## src/rtl/reg_fetch_pkg.sv

```systemverilog
// Shared types and constants for the register fetch sequencer.
// FunSel codes, fetch modes, FSM states and the low-byte FunSel helper.
package reg_fetch_pkg;

  localparam logic [2:0] FS_DEC     = 3'b000;
  localparam logic [2:0] FS_INC     = 3'b001;
  localparam logic [2:0] FS_LOAD    = 3'b010;
  localparam logic [2:0] FS_CLR     = 3'b011;
  localparam logic [2:0] FS_WLO_CLR = 3'b100;
  localparam logic [2:0] FS_WLO     = 3'b101;
  localparam logic [2:0] FS_WHI     = 3'b110;
  localparam logic [2:0] FS_SEXT    = 3'b111;

  localparam int WAIT_TIMEOUT_DEF = 15;

  typedef enum logic [1:0] {
    MODE_WORD   = 2'b00,
    MODE_BYTE_Z = 2'b01,
    MODE_BYTE_S = 2'b10,
    MODE_BYTE_L = 2'b11
  } mode_e;

  typedef enum logic [2:0] {
    ST_IDLE   = 3'd0,
    ST_REQ_LO = 3'd1,
    ST_WR_LO  = 3'd2,
    ST_REQ_HI = 3'd3,
    ST_WR_HI  = 3'd4,
    ST_DONE   = 3'd5,
    ST_ERR    = 3'd6
  } state_e;

  function automatic logic [2:0] lo_funsel(input mode_e m);
    logic [2:0] fs;
    fs = FS_WLO;
    unique case (m)
      MODE_WORD:   fs = FS_WLO;
      MODE_BYTE_Z: fs = FS_WLO_CLR;
      MODE_BYTE_S: fs = FS_SEXT;
      MODE_BYTE_L: fs = FS_WLO;
    endcase
    return fs;
  endfunction

endpackage

```

## src/rtl/reg_fetch_sequencer_timer.sv

```systemverilog
// Memory wait counter with limit compare for the fetch sequencer.
// Only instantiated when FETCH_TIMEOUT_EN is defined.
module fetch_wait_timer #(
  parameter int LIMIT = 15
) (
  input  logic i_Clock,
  input  logic i_Reset,
  input  logic i_clr,
  input  logic i_inc,
  output logic o_expire
);

  localparam int CW = $clog2(LIMIT + 1);

  logic [CW-1:0] r_cnt;

  // Count request cycles that end without an ack.
  always_ff @(posedge i_Clock or posedge i_Reset) begin
    if (i_Reset) begin
      r_cnt <= '0;
    end else if (i_clr) begin
      r_cnt <= '0;
    end else if (i_inc) begin
      r_cnt <= r_cnt + 1'b1;
    end
  end

  // Limit reached on this edge and no ack arrived with it.
  assign o_expire = i_inc && (r_cnt == CW'(LIMIT - 1));

endmodule

```

## src/rtl/reg_fetch_sequencer.sv

```systemverilog
// Fetches one or two bytes over a req/ack port and issues FunSel/E writes.
// Optional wait timeout abort is built when FETCH_TIMEOUT_EN is defined.
module reg_fetch_sequencer
  import reg_fetch_pkg::*;
#(
  parameter int WAIT_TIMEOUT = WAIT_TIMEOUT_DEF
) (
  input  logic        i_Clock,
  input  logic        i_Reset,
  input  logic        i_Start,
  input  logic [1:0]  i_Mode,
  output logic        o_Mem_Req,
  input  logic        i_Mem_Ack,
  input  logic [7:0]  i_Mem_Data,
  output logic        o_Dst_E,
  output logic [2:0]  o_Dst_FunSel,
  output logic [15:0] o_Dst_I,
  output logic        o_PC_E,
  output logic [2:0]  o_PC_FunSel,
  output logic        o_Busy,
  output logic        o_Done,
  output logic        o_Error
);

  state_e      r_state;
  mode_e       r_mode;
  logic        r_mem_req;
  logic        r_dst_e;
  logic [2:0]  r_dst_fs;
  logic [15:0] r_dst_i;
  logic        r_pc_e;
  logic [2:0]  r_pc_fs;
  logic        r_busy;
  logic        r_done;
  logic        r_err;

`ifdef FETCH_TIMEOUT_EN
  logic w_clr;
  logic w_inc;
  logic w_expire;

  assign w_clr = ((r_state == ST_IDLE) && i_Start) ||
                 ((r_state == ST_WR_LO) && (r_mode == MODE_WORD));
  assign w_inc = ((r_state == ST_REQ_LO) || (r_state == ST_REQ_HI)) &&
                 !i_Mem_Ack;

  fetch_wait_timer #(
    .LIMIT(WAIT_TIMEOUT)
  ) u_timer (
    .i_Clock (i_Clock),
    .i_Reset (i_Reset),
    .i_clr   (w_clr),
    .i_inc   (w_inc),
    .o_expire(w_expire)
  );
`else
  logic w_unused_timeout;
  assign w_unused_timeout = (WAIT_TIMEOUT > 0);
`endif

  // Fetch FSM; outputs are registered for the state being entered.
  always_ff @(posedge i_Clock or posedge i_Reset) begin
    if (i_Reset) begin
      r_state   <= ST_IDLE;
      r_mode    <= MODE_WORD;
      r_mem_req <= 1'b0;
      r_dst_e   <= 1'b0;
      r_dst_fs  <= FS_DEC;
      r_dst_i   <= 16'h0000;
      r_pc_e    <= 1'b0;
      r_pc_fs   <= FS_DEC;
      r_busy    <= 1'b0;
      r_done    <= 1'b0;
      r_err     <= 1'b0;
    end else begin
      r_dst_e  <= 1'b0;
      r_dst_fs <= FS_DEC;
      r_pc_e   <= 1'b0;
      r_pc_fs  <= FS_DEC;
      r_done   <= 1'b0;
      r_err    <= 1'b0;
      unique case (r_state)
        ST_IDLE: begin
          if (i_Start) begin
            r_mode    <= mode_e'(i_Mode);
            r_state   <= ST_REQ_LO;
            r_mem_req <= 1'b1;
            r_busy    <= 1'b1;
          end
        end
        ST_REQ_LO, ST_REQ_HI: begin
          if (i_Mem_Ack) begin
            r_mem_req <= 1'b0;
            r_dst_e   <= 1'b1;
            r_pc_e    <= 1'b1;
            r_pc_fs   <= FS_INC;
            r_dst_i   <= {i_Mem_Data, i_Mem_Data};
            if (r_state == ST_REQ_LO) begin
              r_state  <= ST_WR_LO;
              r_dst_fs <= lo_funsel(r_mode);
            end else begin
              r_state  <= ST_WR_HI;
              r_dst_fs <= FS_WHI;
            end
          end
`ifdef FETCH_TIMEOUT_EN
          else if (w_expire) begin
            r_state   <= ST_ERR;
            r_mem_req <= 1'b0;
            r_err     <= 1'b1;
          end
`endif
        end
        ST_WR_LO: begin
          if (r_mode == MODE_WORD) begin
            r_state   <= ST_REQ_HI;
            r_mem_req <= 1'b1;
          end else begin
            r_state <= ST_DONE;
            r_done  <= 1'b1;
          end
        end
        ST_WR_HI: begin
          r_state <= ST_DONE;
          r_done  <= 1'b1;
        end
        ST_DONE, ST_ERR: begin
          r_state <= ST_IDLE;
          r_busy  <= 1'b0;
        end
        default: begin
          r_state   <= ST_IDLE;
          r_mem_req <= 1'b0;
          r_busy    <= 1'b0;
        end
      endcase
    end
  end

  assign o_Mem_Req    = r_mem_req;
  assign o_Dst_E      = r_dst_e;
  assign o_Dst_FunSel = r_dst_fs;
  assign o_Dst_I      = r_dst_i;
  assign o_PC_E       = r_pc_e;
  assign o_PC_FunSel  = r_pc_fs;
  assign o_Busy       = r_busy;
  assign o_Done       = r_done;
  assign o_Error      = r_err;

endmodule

```

## config.mk

```make
export PLATFORM = sky130hd
export DESIGN_NAME = reg_fetch_sequencer
export DESIGN_NICKNAME = d
export VERILOG_FILES = /design/src/rtl/reg_fetch_pkg.sv /design/src/rtl/reg_fetch_sequencer_timer.sv /design/src/rtl/reg_fetch_sequencer.sv
export SDC_FILE = /design/constraint.sdc
export NUM_CORES = 1
export LEC_CHECK = 0
export CAP_MARGIN = 20
export CORE_MARGIN = 2
export CORE_UTILIZATION = 45
export DETAILED_ROUTE_END_ITERATION = 10
export DONT_BUFFER_PORTS = 1
export GPL_ROUTABILITY_DRIVEN = 1
export HOLD_SLACK_MARGIN = 0.02
export PLACE_DENSITY_LB_ADDON = 0.12
export SKIP_LAST_GASP = 1
export SLEW_MARGIN = 20
export SYNTH_ARGS = -nofsm -noshare
export SYNTH_HDL_FRONTEND = slang
export SYNTH_SLANG_ARGS = --single-unit
```

## constraint.sdc

```tcl
create_clock -name i_Clock -period 3.3 [get_ports i_Clock]
set_input_delay 0.825 -clock i_Clock [delete_from_list [all_inputs] [get_ports i_Clock]]
set_output_delay 0.825 -clock i_Clock [all_outputs]
set_load 0.02 [all_outputs]
```

=== After elaboration in Yosys (flattened, before gate mapping) ===
Cells that the tools add are included.

* Word-level logic and storage cells: 54
* Output and inout port bits: 28
* Input port bits: 14
* Bits in registers: 31

* Equal/unequal tests: 12
* Multiplexer cells: 20
* Reduce and logical (&&, ||, !) cells: 11
* Bitwise logic cells: 2

{| class="wikitable"
|+ Operators by type and width
! cell !! count
|-
| $mux W3 || 7
|-
| $pmux W3 S4 || 1
|-
| $eq A3 B3 Y1 const B || 3
|-
| $pmux W3 S3 || 1
|-
| $mux W1 || 8
|-
| $reduce_and A2 Y1 || 4
|-
| $eq A3 B2 Y1 const B || 2
|-
| $ne A2 B2 Y1 const B || 3
|-
| $eq A2 B2 Y1 const B || 2
|-
| $pmux W1 S2 || 2
|-
| $pmux W1 S4 || 1
|-
| $reduce_and A4 Y1 || 1
|-
| $reduce_or A2 Y1 || 2
|-
| $reduce_or A4 Y1 || 1
|-
| $eq A3 B1 Y1 const B || 1
|-
| $logic_not A3 Y1 || 1
|-
| $reduce_or A3 Y1 || 1
|-
| $eq A2 B1 Y1 const B || 1
|-
| $logic_not A2 Y1 || 1
|-
| $not A1 Y1 || 2
|}

=== Longest topological paths before layout ===
* Depth after elaboration: 6
* Mapped depth: 4
* Depth with buffers taken out: 4

=== Least setup slack after synthesis ===
OpenSTA, ideal clock, no wires.

* Path type: input -> register
* Start: input i_Start
* End: register r_mode[1]
* Library setup time: 0.128 ns
* Setup slack: 1.787 ns
* Arrival: 1.385 ns
* Path buffers: 0
* Required time: 3.172 ns
* Stages: 2
* Cell sequence: nor4b_4 mux2_1

* Word-level cells in the longest chain between the ends: 1

{| class="wikitable"
|+ RTL lines
! item !! line !! source
|-
| start, declared || reg_fetch_sequencer.sv:10 || <nowiki>input logic i_Start,</nowiki>
|-
| $reduce_and A2 Y1 (no source line) || - ||
|-
| end signal, assigned || reg_fetch_sequencer.sv:85 || <nowiki>r_mode <= mode_e'(i_Mode);</nowiki>
|-
| end, declared || reg_fetch_sequencer.sv:26 || <nowiki>mode_e r_mode;</nowiki>
|}

Every way passes these cells.
A chain may end at the register's enable or synchronous reset.

=== Worst setup path after layout ===
* Start: register r_pc_fs[0], in the netlist o_PC_FunSel[0]
* End: output o_PC_FunSel[0]

{| class="wikitable"
|+ RTL lines
! item !! line !! source
|-
| start, declared || reg_fetch_sequencer.sv:32 || <nowiki>logic [2:0] r_pc_fs;</nowiki>
|-
| start signal, assigned || reg_fetch_sequencer.sv:71 || <nowiki>r_pc_fs <= FS_DEC;</nowiki>
|-
| start signal, assigned || reg_fetch_sequencer.sv:79 || <nowiki>r_pc_fs <= FS_DEC;</nowiki>
|-
| start signal, assigned || reg_fetch_sequencer.sv:96 || <nowiki>r_pc_fs <= FS_INC;</nowiki>
|-
| end, declared || reg_fetch_sequencer.sv:19 || <nowiki>output logic [2:0] o_PC_FunSel,</nowiki>
|}

No word-level cell between the ends.

==> key figures <==
Clock network
  – # Post-CTS Setup Buffers: 0
  – CTS tree: done
  – Post-CTS resize count: 0
  – Num CTS Buffers: 3
  – Buffers from clock root to sink, at most: 2
  – Root Driver: clkbuf_4
  – Worst skew pair latency: 0.29 ns
  – Htree depth: 1
  – CTS hold repair buffers: 0
  – Clk sinks: 19
  – Clk slew on worst S/H paths: roughly 0.10 ns

Detailed routing
  – # DRC: 0
  – DR WL/cell: 13.99 um
  – DR iter-0 viols: 0
  – Vias per cell: around 5
  – TritonRoute pass-1 iters: 1
  – Vias after detailed routing: 480
  – WL final: 1329 um
  – DRT antenna net count: 0

Floorplan
  – Initial Util: 0.4809
  – Ports: 42
  – Die width: ~50 um
  – Die height: ~50 um
  – CORE AREA: 0.001962 mm2
  – Num rows: 16
  – Die area: 0.002479 mm2

Layout
  – Nets: 83
  – Post-Layout Inst Area: 894.6 um2
  – Synth-to-layout area growth: -5.172%
  – Fill cell count: 197
  – # diodes: 0
  – Fraction of layout cells with a size suffix above 1: 0.2500

Synthesis
  – Avg Inst Size Synth: 12.09 um2
  – Area fraction in compound gates after synthesis: 0.08223
  – Synth Cell Area: approximately 940 um2
  – Yosys reg bits: 19
  – Synthesis Warnings: 0
  – Post-synthesis sequential area ratio: 0.5040
  – Largest family of logic cells by synthesized area: multiplexers
  – Mux share of post-synthesis cell area: 0.1512
  – Cell count after synthesis: 78
  – XOR/XNOR share of the synthesized area: 0
  – Cell variety after synth: 26
  – Post-synthesis simple-gate area fraction: 0.1127
  – Adder-Cell Fraction of Synth Area: 0

Worst setup path
  – Crit path DAT: 1.10 ns
  – Maximum fanout along the worst path: 4
  – Worst Setup Start Kind: flip-flop
  – Kind of critical path: flip-flop to primary output
  – Critical Path RT: 2.47 ns
  – CP Capture Type: primary output

Timing
  – Worst Max-Slew Pin Slew: 0.6992 ns
  – Period utilisation layout: 0.5825
  – Clock skew: roughly 0.0075 ns
  – Final setup violation count: 0
  – RSZ-0062 raised after global routing: false
  – Crit path time final: about 1.9 ns
  – Upper clock frequency limit: 520.2 MHz
  – Final slew viol count: 0
  – Slew HR: 0.5333
  – Endpoints failing hold: 0
  – Setup_tns: 0 ns

Global route
  – GR Util All Layers: 0.1234
  – First-pass GRT wire length: approximately 2300 um
  – Vias in the first global route: 456
  – Initial antenna violation count: 0
  – Largest net degree at the start of global routing: 20
  – GRT overflow: 0

Placement
  – Port buffer count: 0
  – Dpl cell area: 867.1 um2
  – GP Congestion: 0.6961
  – Placed wire-length estimate: 963.9 um

Status
  – Status: complete, no violations

Power
  – Peak supply drop: 0.5613 mV
  – Pleak: 0.4045 nW
  – Pwr Total: 1.021 mW
  – Power per standard cell area: 1141 mW/mm2

Run
  – MaxCap Viol Count: 0

Min path
  – HP Class: primary input to async pin
## power breakdown
part / switching [mW] / internal [mW]
clock network: 0.0664 / 0.0450
registers: 0.318 / 0.338
logic: 0.101 / 0.152
## Yosys cell counts
master | instances | area share
a21o_1 | 1 | 0.0080
inv_2 | 1 | 0.0040
nand2_1 | 3 | 0.012
and2b_1 | 1 | 0.0080
o21ai_0 | 4 | 0.021
conb_1 | 1 | 0.0040
a31oi_1 | 1 | 0.0066
buf_2 | 1 | 0.0053
or2b_1 | 1 | 0.0080
nor4b_4 | 1 | 0.025
mux2_2 | 1 | 0.012
mux2_4 | 8 | 0.13
nor3_1 | 1 | 0.0053
o21ai_1 | 1 | 0.0053
nand3_4 | 1 | 0.019
nand2b_1 | 1 | 0.0066
dfrtp_1 | 19 | 0.50
o2bb2ai_1 | 1 | 0.0093
nor4_1 | 2 | 0.013
inv_6 | 1 | 0.0093
nor2_1 | 4 | 0.016
a21oi_1 | 3 | 0.016
inv_1 | 2 | 0.0080
buf_4 | 15 | 0.12
mux2_1 | 1 | 0.012
a211oi_1 | 2 | 0.016
## worst paths after layout
kind | from | end | slack (ns) | cells past startpoint
max | o_PC_FunSel[0] | o_PC_FunSel[0] | 1.38 | 0
min | i_Reset | r_state[2] | 0.52 | 1
min reg2reg | r_mode[1] | r_mode[1] | 0.61 | 1
max reg2reg | r_state[1] | r_mode[1] | 1.92 | 2
min in group i_Clock | r_mode[1] | r_mode[1] | 0.61 | 1
max in group asynchronous | i_Reset | r_state[1] | 2.33 | 1
## cell type report
type,instances,area [um2],share of cell area
Clock inverter,1,5.005,0.005594
Tap cell,27,33.78,0.03776
Inverter,4,20.02,0.02238
Sequential cell,19,475.5,0.5315
Multi-Input combinational cell,41,337.8,0.3776
Clock buffer,3,22.52,0.02517
## stage by stage
step / setup slack (ns) / utilization / hold WS (ns) / instances
final: 1.378 / 0.4560 / 0.5169 / 95
after CTS: 1.361 / 0.4560 / 0.5387 / 95
after global routing: 1.317 / 0.4560 / 0.5788 / 95
after floorplan: 1.787 / - / 0.5377 / 80
after global placement: 1.705 / 0.4420 / 0.5765 / 91
after detailed placement: 1.704 / 0.4420 / 0.5795 / 91
## logic make-up after synthesis
| logic type | after synthesis |
|---|---|
| buffers and inverters | 20 |
| flip-flops | 19 |
| AND/OR/NAND/NOR | 15 |
| multiplexers | 10 |
| other | 1 |
| AO/OA/AOI/OAI | 13 |
## registers in the layout, summed over array words and instances (netlist names)
register	count
o_Mem_Req	1
r_mode	2
o_Dst_FunSel	2
o_Done	1
o_Busy	1
r_state	3
o_PC_FunSel	1
o_Dst_I	8
## layer usage
layer | vias up | share of wire | global-route usage
met1 | 231 | 0.47 | 0.1745
met2 | 20 | 0.44 | 0.1578
met3 | 0 | 0.084 | 0.07273
met4 | 0 | 0 | 0.03241
li1 | 229 | - | -
met5 | - | 0 | 0
## layout by cell type (no fill, tap or decap), types with 2 or more instances in the layout
| cell type | count |
|---|---|
| inv_1 | 2 |
| nand2_1 | 3 |
| dfrtp_1 | 19 |
| conb_1 | 3 |
| o21ai_0 | 4 |
| mux2_4 | 8 |
| a21oi_1 | 3 |
| clkbuf_4 | 3 |
| nor2_1 | 4 |
| a211oi_1 | 2 |
| nor4_1 | 2 |
Note: power is estimated with default switching activity, not from simulation.
